`src/rtl/rs_psel_pkg.sv`:
```
// Shared constants and helpers for the reservation-station grant selector.
// Default sizes plus slot extraction and one-hot decoding reused by the RS.
package rs_psel_pkg;

  localparam int DEF_REQS  = 3;
  localparam int DEF_WIDTH = 16;
  localparam int DEF_PTR_W = $clog2(DEF_WIDTH);

  // Slot k field of a packed grant bus at default sizing.
  function automatic logic [DEF_WIDTH-1:0] gnt_slot(
    input logic [DEF_REQS*DEF_WIDTH-1:0] bus,
    input int                            k
  );
    return bus[k*DEF_WIDTH +: DEF_WIDTH];
  endfunction

  function automatic logic [DEF_PTR_W-1:0] onehot_to_idx(
    input logic [DEF_WIDTH-1:0] oh
  );
    logic [DEF_PTR_W-1:0] idx;
    idx = '0;
    for (int i = 0; i < DEF_WIDTH; i++) begin
      if (oh[i]) idx = idx | DEF_PTR_W'(i);
    end
    return idx;
  endfunction

endpackage

```
`src/rtl/rs_rr_scan.sv`:
```
// Combinational multi-grant scan: rotate requests to the start point, pick up
// to REQS first-set bits in cascade, and map each winner back to its entry.
module rs_rr_scan
  import rs_psel_pkg::*;
#(
  parameter  int REQS  = DEF_REQS,
  parameter  int WIDTH = DEF_WIDTH,
  localparam int PTR_W = $clog2(WIDTH)
) (
  input  logic [WIDTH-1:0]       req,
  input  logic [PTR_W-1:0]       base,
  output logic [REQS*WIDTH-1:0]  gnt_bus,
  output logic [REQS*PTR_W-1:0]  gnt_idx,
  output logic [REQS-1:0]        gnt_valid,
  output logic [PTR_W-1:0]       last_idx
);

  logic [2*WIDTH-1:0] dbl;
  logic [WIDTH-1:0]   mask;
  logic               found;
  logic [PTR_W-1:0]   pos;
  logic [PTR_W:0]     sum;
  logic [PTR_W-1:0]   actual;

  always_comb begin
    gnt_bus   = '0;
    gnt_idx   = '0;
    gnt_valid = '0;
    last_idx  = '0;
    found     = 1'b0;
    pos       = '0;
    sum       = '0;
    actual    = '0;
    // rotated bit j corresponds to entry (j + base) mod WIDTH
    dbl  = {req, req} >> base;
    mask = dbl[WIDTH-1:0];
    for (int k = 0; k < REQS; k++) begin
      found = 1'b0;
      pos   = '0;
      for (int j = 0; j < WIDTH; j++) begin
        if (!found && mask[j]) begin
          found   = 1'b1;
          pos     = PTR_W'(j);
          mask[j] = 1'b0;
        end
      end
      sum = {1'b0, pos} + {1'b0, base};
      if (sum >= (PTR_W+1)'(WIDTH)) sum = sum - (PTR_W+1)'(WIDTH);
      actual = sum[PTR_W-1:0];
      if (found) begin
        gnt_bus[k*WIDTH +: WIDTH] = WIDTH'(1) << actual;
        gnt_idx[k*PTR_W +: PTR_W] = actual;
        gnt_valid[k]              = 1'b1;
        last_idx                  = actual;
      end
    end
  end

endmodule

```
`src/rtl/rs_rr_psel.sv`:
```
// Registered multi-grant selector with fixed or round-robin priority.
// Grants appear one cycle after the request vector they were chosen from.
module rs_rr_psel
  import rs_psel_pkg::*;
#(
  parameter  int REQS  = DEF_REQS,
  parameter  int WIDTH = DEF_WIDTH,
  localparam int PTR_W = $clog2(WIDTH),
  localparam int CNT_W = $clog2(REQS+1)
) (
  input  logic                   clock,
  input  logic                   reset_n,
  input  logic                   en,
  input  logic                   stall,
  input  logic                   rr_mode,
  input  logic [WIDTH-1:0]       req,
  output logic [REQS*WIDTH-1:0]  gnt_bus,
  output logic [REQS*PTR_W-1:0]  gnt_idx,
  output logic [REQS-1:0]        gnt_valid,
  output logic [CNT_W-1:0]       gnt_cnt,
  output logic [PTR_W-1:0]       ptr
);

  logic [REQS*WIDTH-1:0] nxt_bus;
  logic [REQS*PTR_W-1:0] nxt_idx;
  logic [REQS-1:0]       nxt_valid;
  logic [PTR_W-1:0]      last_idx;
  logic [CNT_W-1:0]      nxt_cnt;
  logic [PTR_W-1:0]      nxt_ptr;
  logic [PTR_W-1:0]      base;

  assign base = rr_mode ? ptr : '0;

  rs_rr_scan #(.REQS(REQS), .WIDTH(WIDTH)) u_scan (
    .req       (req),
    .base      (base),
    .gnt_bus   (nxt_bus),
    .gnt_idx   (nxt_idx),
    .gnt_valid (nxt_valid),
    .last_idx  (last_idx)
  );

  always_comb begin
    nxt_cnt = '0;
    for (int k = 0; k < REQS; k++) begin
      if (nxt_valid[k]) nxt_cnt = nxt_cnt + CNT_W'(1);
    end
    nxt_ptr = (last_idx == PTR_W'(WIDTH-1)) ? '0 : last_idx + PTR_W'(1);
  end

  // stall beats en; the pointer only advances in rr mode when something won
  always_ff @(posedge clock or negedge reset_n) begin
    if (!reset_n) begin
      gnt_bus   <= '0;
      gnt_idx   <= '0;
      gnt_valid <= '0;
      gnt_cnt   <= '0;
      ptr       <= '0;
    end else if (stall) begin
      gnt_bus   <= gnt_bus;
      gnt_idx   <= gnt_idx;
      gnt_valid <= gnt_valid;
      gnt_cnt   <= gnt_cnt;
      ptr       <= ptr;
    end else if (!en) begin
      gnt_bus   <= '0;
      gnt_idx   <= '0;
      gnt_valid <= '0;
      gnt_cnt   <= '0;
    end else begin
      gnt_bus   <= nxt_bus;
      gnt_idx   <= nxt_idx;
      gnt_valid <= nxt_valid;
      gnt_cnt   <= nxt_cnt;
      if (rr_mode && nxt_valid[0]) ptr <= nxt_ptr;
    end
  end

endmodule

```
`config.mk`:
```
export PLATFORM = sky130hd
export DESIGN_NAME = rs_rr_psel
export DESIGN_NICKNAME = d
export VERILOG_FILES = /design/src/rtl/rs_psel_pkg.sv /design/src/rtl/rs_rr_scan.sv /design/src/rtl/rs_rr_psel.sv
export SDC_FILE = /design/constraint.sdc
export NUM_CORES = 1
export LEC_CHECK = 0
export CAP_MARGIN = 40
export CORE_MARGIN = 3
export CORE_UTILIZATION = 40
export CTS_CLUSTER_SIZE = 8
export DETAILED_ROUTE_END_ITERATION = 10
export GPL_TIMING_DRIVEN = 0
export PLACE_DENSITY_LB_ADDON = 0.25
export SYNTH_ARGS = -nofsm -noshare
export SYNTH_HDL_FRONTEND = slang
export SYNTH_HIERARCHICAL = 1
export SYNTH_SLANG_ARGS = --single-unit
```
`constraint.sdc`:
```
create_clock -name clock -period 5.62 [get_ports clock]
set_input_delay 1.124 -clock clock [delete_from_list [all_inputs] [get_ports clock]]
set_output_delay 1.124 -clock clock [all_outputs]
set_load 0.005 [all_outputs]
```
==> impl_metrics.py <==
metrics = {
    "layout": {
        "drive_above_1_share_pct": 33.4,
        "fin_nets": 1004,
        "layout-area-overhead-vs-synth_pct": 47.8,
        "layout.cell_area.non_filler_um2": 9440,
        "finalNonFillerCells": 1182,
        "num_antenna_cells": 0,
    },
    "global_route": {
        "use_met3_pct": 3.36,
        "grt_remaining_overflow": 0,
        "grt.busiest_layer": "met2",
        "globalRouteMet1Util_pct": 30.4,
        "grt_usage_pct": 22.6,
        "antenna_found_initial": 0,
        "grt_pass1_vias": 6475,
        "grt_use_met2_pct": 37.8,
        "grt_pass1_wl_um": 32900,
        "grt_max_degree": 42,
    },
    "run_status": {
        "failed_checks": "setup timing",
        "status": "finished with violations",
    },
    "yosys": {
        "synth_fp_nets": 839,
        "ys_seq_elements": 69,
        "synthTopCellsByArea": "dfrtp_1, nand2_1, mux4_2",
        "synth.largest_area_cell": "dfrtp_1",
        "ys_seq_area_share_pct": 27.0,
        "synth_top_area_share_pct": 27.0,
        "synth_edf_count": 0,
        "synthCells": 801,
        "yosysWarningCount": 6,
        "avgSynthCellArea_um2": 7.97,
        "ys.flop_type": "dfrtp_1",
        "async_reset_ff_share_pct": 100,
        "synth_area_um2": 6390,
        "synth.distinct_cells": 88,
    },
    "clock_tree": {
        "clockBufferDepth": 2,
        "clock_latency_ns": 0.33,
        "hold_buffers": 0,
        "cts_inserted_buffers": 9,
        "cts.clk_slew.worst_paths_ns": 0.06,
        "clkSinkCount": 69,
        "h-tree-depth": 3,
        "root_buffer": "clkbuf_16",
        "cts_tree": "yes",
    },
    "placed_design": {
        "dp.cells": 1100,
        "placed_cell_area_um2": 7630,
        "gp_congestion": 0.977,
        "io_buffer_count": 87,
        "dpl.hpwl_um": 14600,
    },
    "setup_path": {
        "crit_path_end_kind": "flip-flop",
        "critPathMostFrequentCell": "mux4_2",
        "start_kind": "input pin",
        "cp.required_ns": 5.83,
        "slowest_stage": "mux4_2",
        "path_class": "in2reg",
        "cp_cell_sequence": "clkdlybuf4s50_1 > mux4_2 > mux4_2 > clkbuf_8 > a311o_1 > and2_1 > buf_6 > a211oi_4 > mux2_4 > o211a_4 > nor2_4 > o311ai_4 > ha_4 > a21oi_2 > nand2_2 > xnor2_2 > buf_4 > nor3b_4 > buf_12 > nor3b_2 > a22o_1",
        "crit_family": "multiplexers",
        "critPathMaxStageDelay_ns": 0.55,
        "rrSetupSlack_ns": 0.10,
        "arrival_ns": 6.19,
        "cp_max_fo": 10,
        "cp_num_buf_inv": 5,
    },
    "timing": {
        "fmax_ghz": 0.167,
        "relSlewSlack_pct": 45.3,
        "finalCriticalPeriod_ns": 5.98,
        "finalClockSkew_ns": 0.00513,
        "drv_slew": 0,
        "hold_violations": 0,
        "whs_ns": 0.481,
        "fin_ws_ns": -0.360,
        "worstMarginPinSlew_ns": 0.821,
        "setup_viol": 39,
        "finalCritPeriodShare_pct": 106,
        "rsz0062_at_grt": "true",
    },
    "route": {
        "ant_nets": 0,
        "dr.pass1.iters": 5,
        "via_per_inst": 5.74,
        "wirelength_um": 20600,
        "dr_total_vias": 6779,
        "routedWlPerCell_um": 17.4,
        "drc_errors": 0,
        "drt_iter0_markers": 619,
    },
    "floorplan": {
        "io_pins": 90,
        "rows": 45,
        "coreArea_um2": 15400,
        "die_y_um": 132,
        "start_util_pct": 41.4,
        "fp.dieArea_um2": 17500,
        "die_w_um": 132,
    },
    "power": {
        "power_mw": 6.80,
        "power_density_nw_per_um2": 721,
        "vdd_ir_drop_max_mv": 0.351,
        "p_leak_nw": 3.74,
    },
    "job": {
        "cap_violations": 0,
    },
    "hold_path": {
        "hold_path.class": "reg2reg",
    },
}
-- metrics by stage --
step / utilization, % / setup TNS, ns / setup WS [ns]
after global routing: 61.2 / -16.39 / -0.540
after floorplan: - / -8.73 / -0.651
after global placement: 49.3 / -100.93 / -2.16
after CTS: 56.2 / -5.62 / -0.274
final: 61.2 / -7.93 / -0.360
after detailed placement: 49.4 / -102.11 / -2.22
-- registers in the layout, indices dropped and copies added, names as in the netlist --
signal / cells
gnt_valid: 3
gnt_bus: 48
gnt_cnt: 2
ptr: 4
gnt_idx: 12
-- Yosys cell counts (3+ instances only) --
cell / n
a22oi_1: 5
a211oi_1: 6
a211oi_2: 3
mux4_2: 21
o21ai_1: 5
or3_1: 8
xnor2_1: 11
o221ai_1: 3
nand2b_1: 10
o21ai_0: 83
inv_1: 17
nor2_1: 70
nand3_1: 26
o22ai_1: 6
nor4_1: 7
mux2i_1: 21
o31a_1: 3
buf_2: 20
buf_1: 4
xor2_1: 6
or2_2: 4
nor3_1: 19
ha_1: 14
fa_1: 3
a22o_1: 6
and3_1: 5
o211ai_1: 6
a31oi_1: 4
dfrtp_1: 69
nand4_1: 5
nor3b_1: 9
and2_1: 13
inv_2: 3
a21o_1: 5
a21oi_1: 32
mux2_2: 14
o22a_1: 3
buf_6: 5
nor2b_1: 7
clkbuf_1: 20
or2_1: 3
nand2_1: 161
-- tightest hold or removal path, delay by kind of cell (launching register included) --
kind	cells	cell delay, ns
simple gates	1	0.05
flops	1	0.34
compound gates	1	0.06
-- power by group --
group / total, mW / leakage [nW] / switching (mW) / internal, mW
Clock: 0.567 / 0.152 / 0.213 / 0.354
Sequential: 0.738 / 0.932 / 0.0908 / 0.647
Combinational: 5.50 / 2.65 / 2.97 / 2.53
Total: 6.80 / 3.74 / 3.27 / 3.53
-- cell type report --
cell class | count | area [um^2]
Buffer | 49 | 344
Clock buffer | 10 | 239
Clock inverter | 6 | 62.6
Fill cell | 1323 | 5990
Inverter | 20 | 77.6
Multi-Input combinational cell | 661 | 5220
Sequential cell | 69 | 1730
Tap cell | 211 | 264
Timing Repair Buffer | 156 | 1510
-- cell families (layout without fill, tap and decap cells) --
logic type | after synthesis | count (layout) | share of synthesized area, %
flops | 69 | 69 | 27.0
mux | 59 | 59 | 13.8
fa+ha+maj | 19 | 19 | 4.00
compound gates | 205 | 205 | 20.9
simple gates | 361 | 361 | 26.6
buf+inv | 71 | 241 | 5.27
xor+xnor | 17 | 17 | 2.33
-- repair_timing --
action	in CTS	in global routing
pin swaps	28	42
gates resized for setup	101	167
setup endpoints to repair	69	57
setup buffers	44	26
cloned	1	0
-- path summary, 6_finish.rpt --
| kind | to | from | cells past startpoint |
|---|---|---|---|
| min | gnt_idx[3]$_DFFE_PN0N_ | gnt_idx[3]$_DFFE_PN0N_ | 2 |
| max | gnt_bus[47]$_DFFE_PN0N_ | req[9] | 21 |
| min reg2reg | gnt_idx[3]$_DFFE_PN0N_ | gnt_idx[3]$_DFFE_PN0N_ | 2 |
| max reg2reg | gnt_bus[47]$_DFFE_PN0N_ | ptr[0]$_DFFE_PN0P_ | 24 |
| min in group asynchronous | gnt_bus[17]$_DFFE_PN0N_ | reset_n | 1 |
| max in group asynchronous | gnt_bus[38]$_DFFE_PN0N_ | reset_n | 2 |
-- placed cells by master (no fill, tap or decap), types with 7 or more instances in the layout --
cell / count
mux4_2: 21
nor3_1: 13
inv_2: 7
o21ai_1: 42
clkbuf_16: 9
nand2_1: 153
inv_1: 12
clkdlybuf4s50_1: 72
mux2i_1: 17
nor2_4: 9
nand3_2: 7
nor4_1: 7
nand3_1: 17
clkbuf_1: 11
nor2_1: 45
dlygate4sd2_1: 10
dfrtp_1: 69
buf_6: 18
nor2_2: 18
buf_12: 8
a21oi_1: 21
nand2b_1: 8
ha_4: 7
o21ai_2: 10
buf_4: 59
o21ai_0: 36
a21oi_2: 12
and2_1: 10
buf_2: 17
mux2_2: 12
-- layer usage --
metal	routed length (um)	vias to the layer above	share of wire (%)
met5	0	-	0
met4	583	0	2.8
met3	1190	48	5.8
met2	9920	268	48
met1	8870	3234	43
li1	-	3229	-
Power figures use the tool's default switching activity.
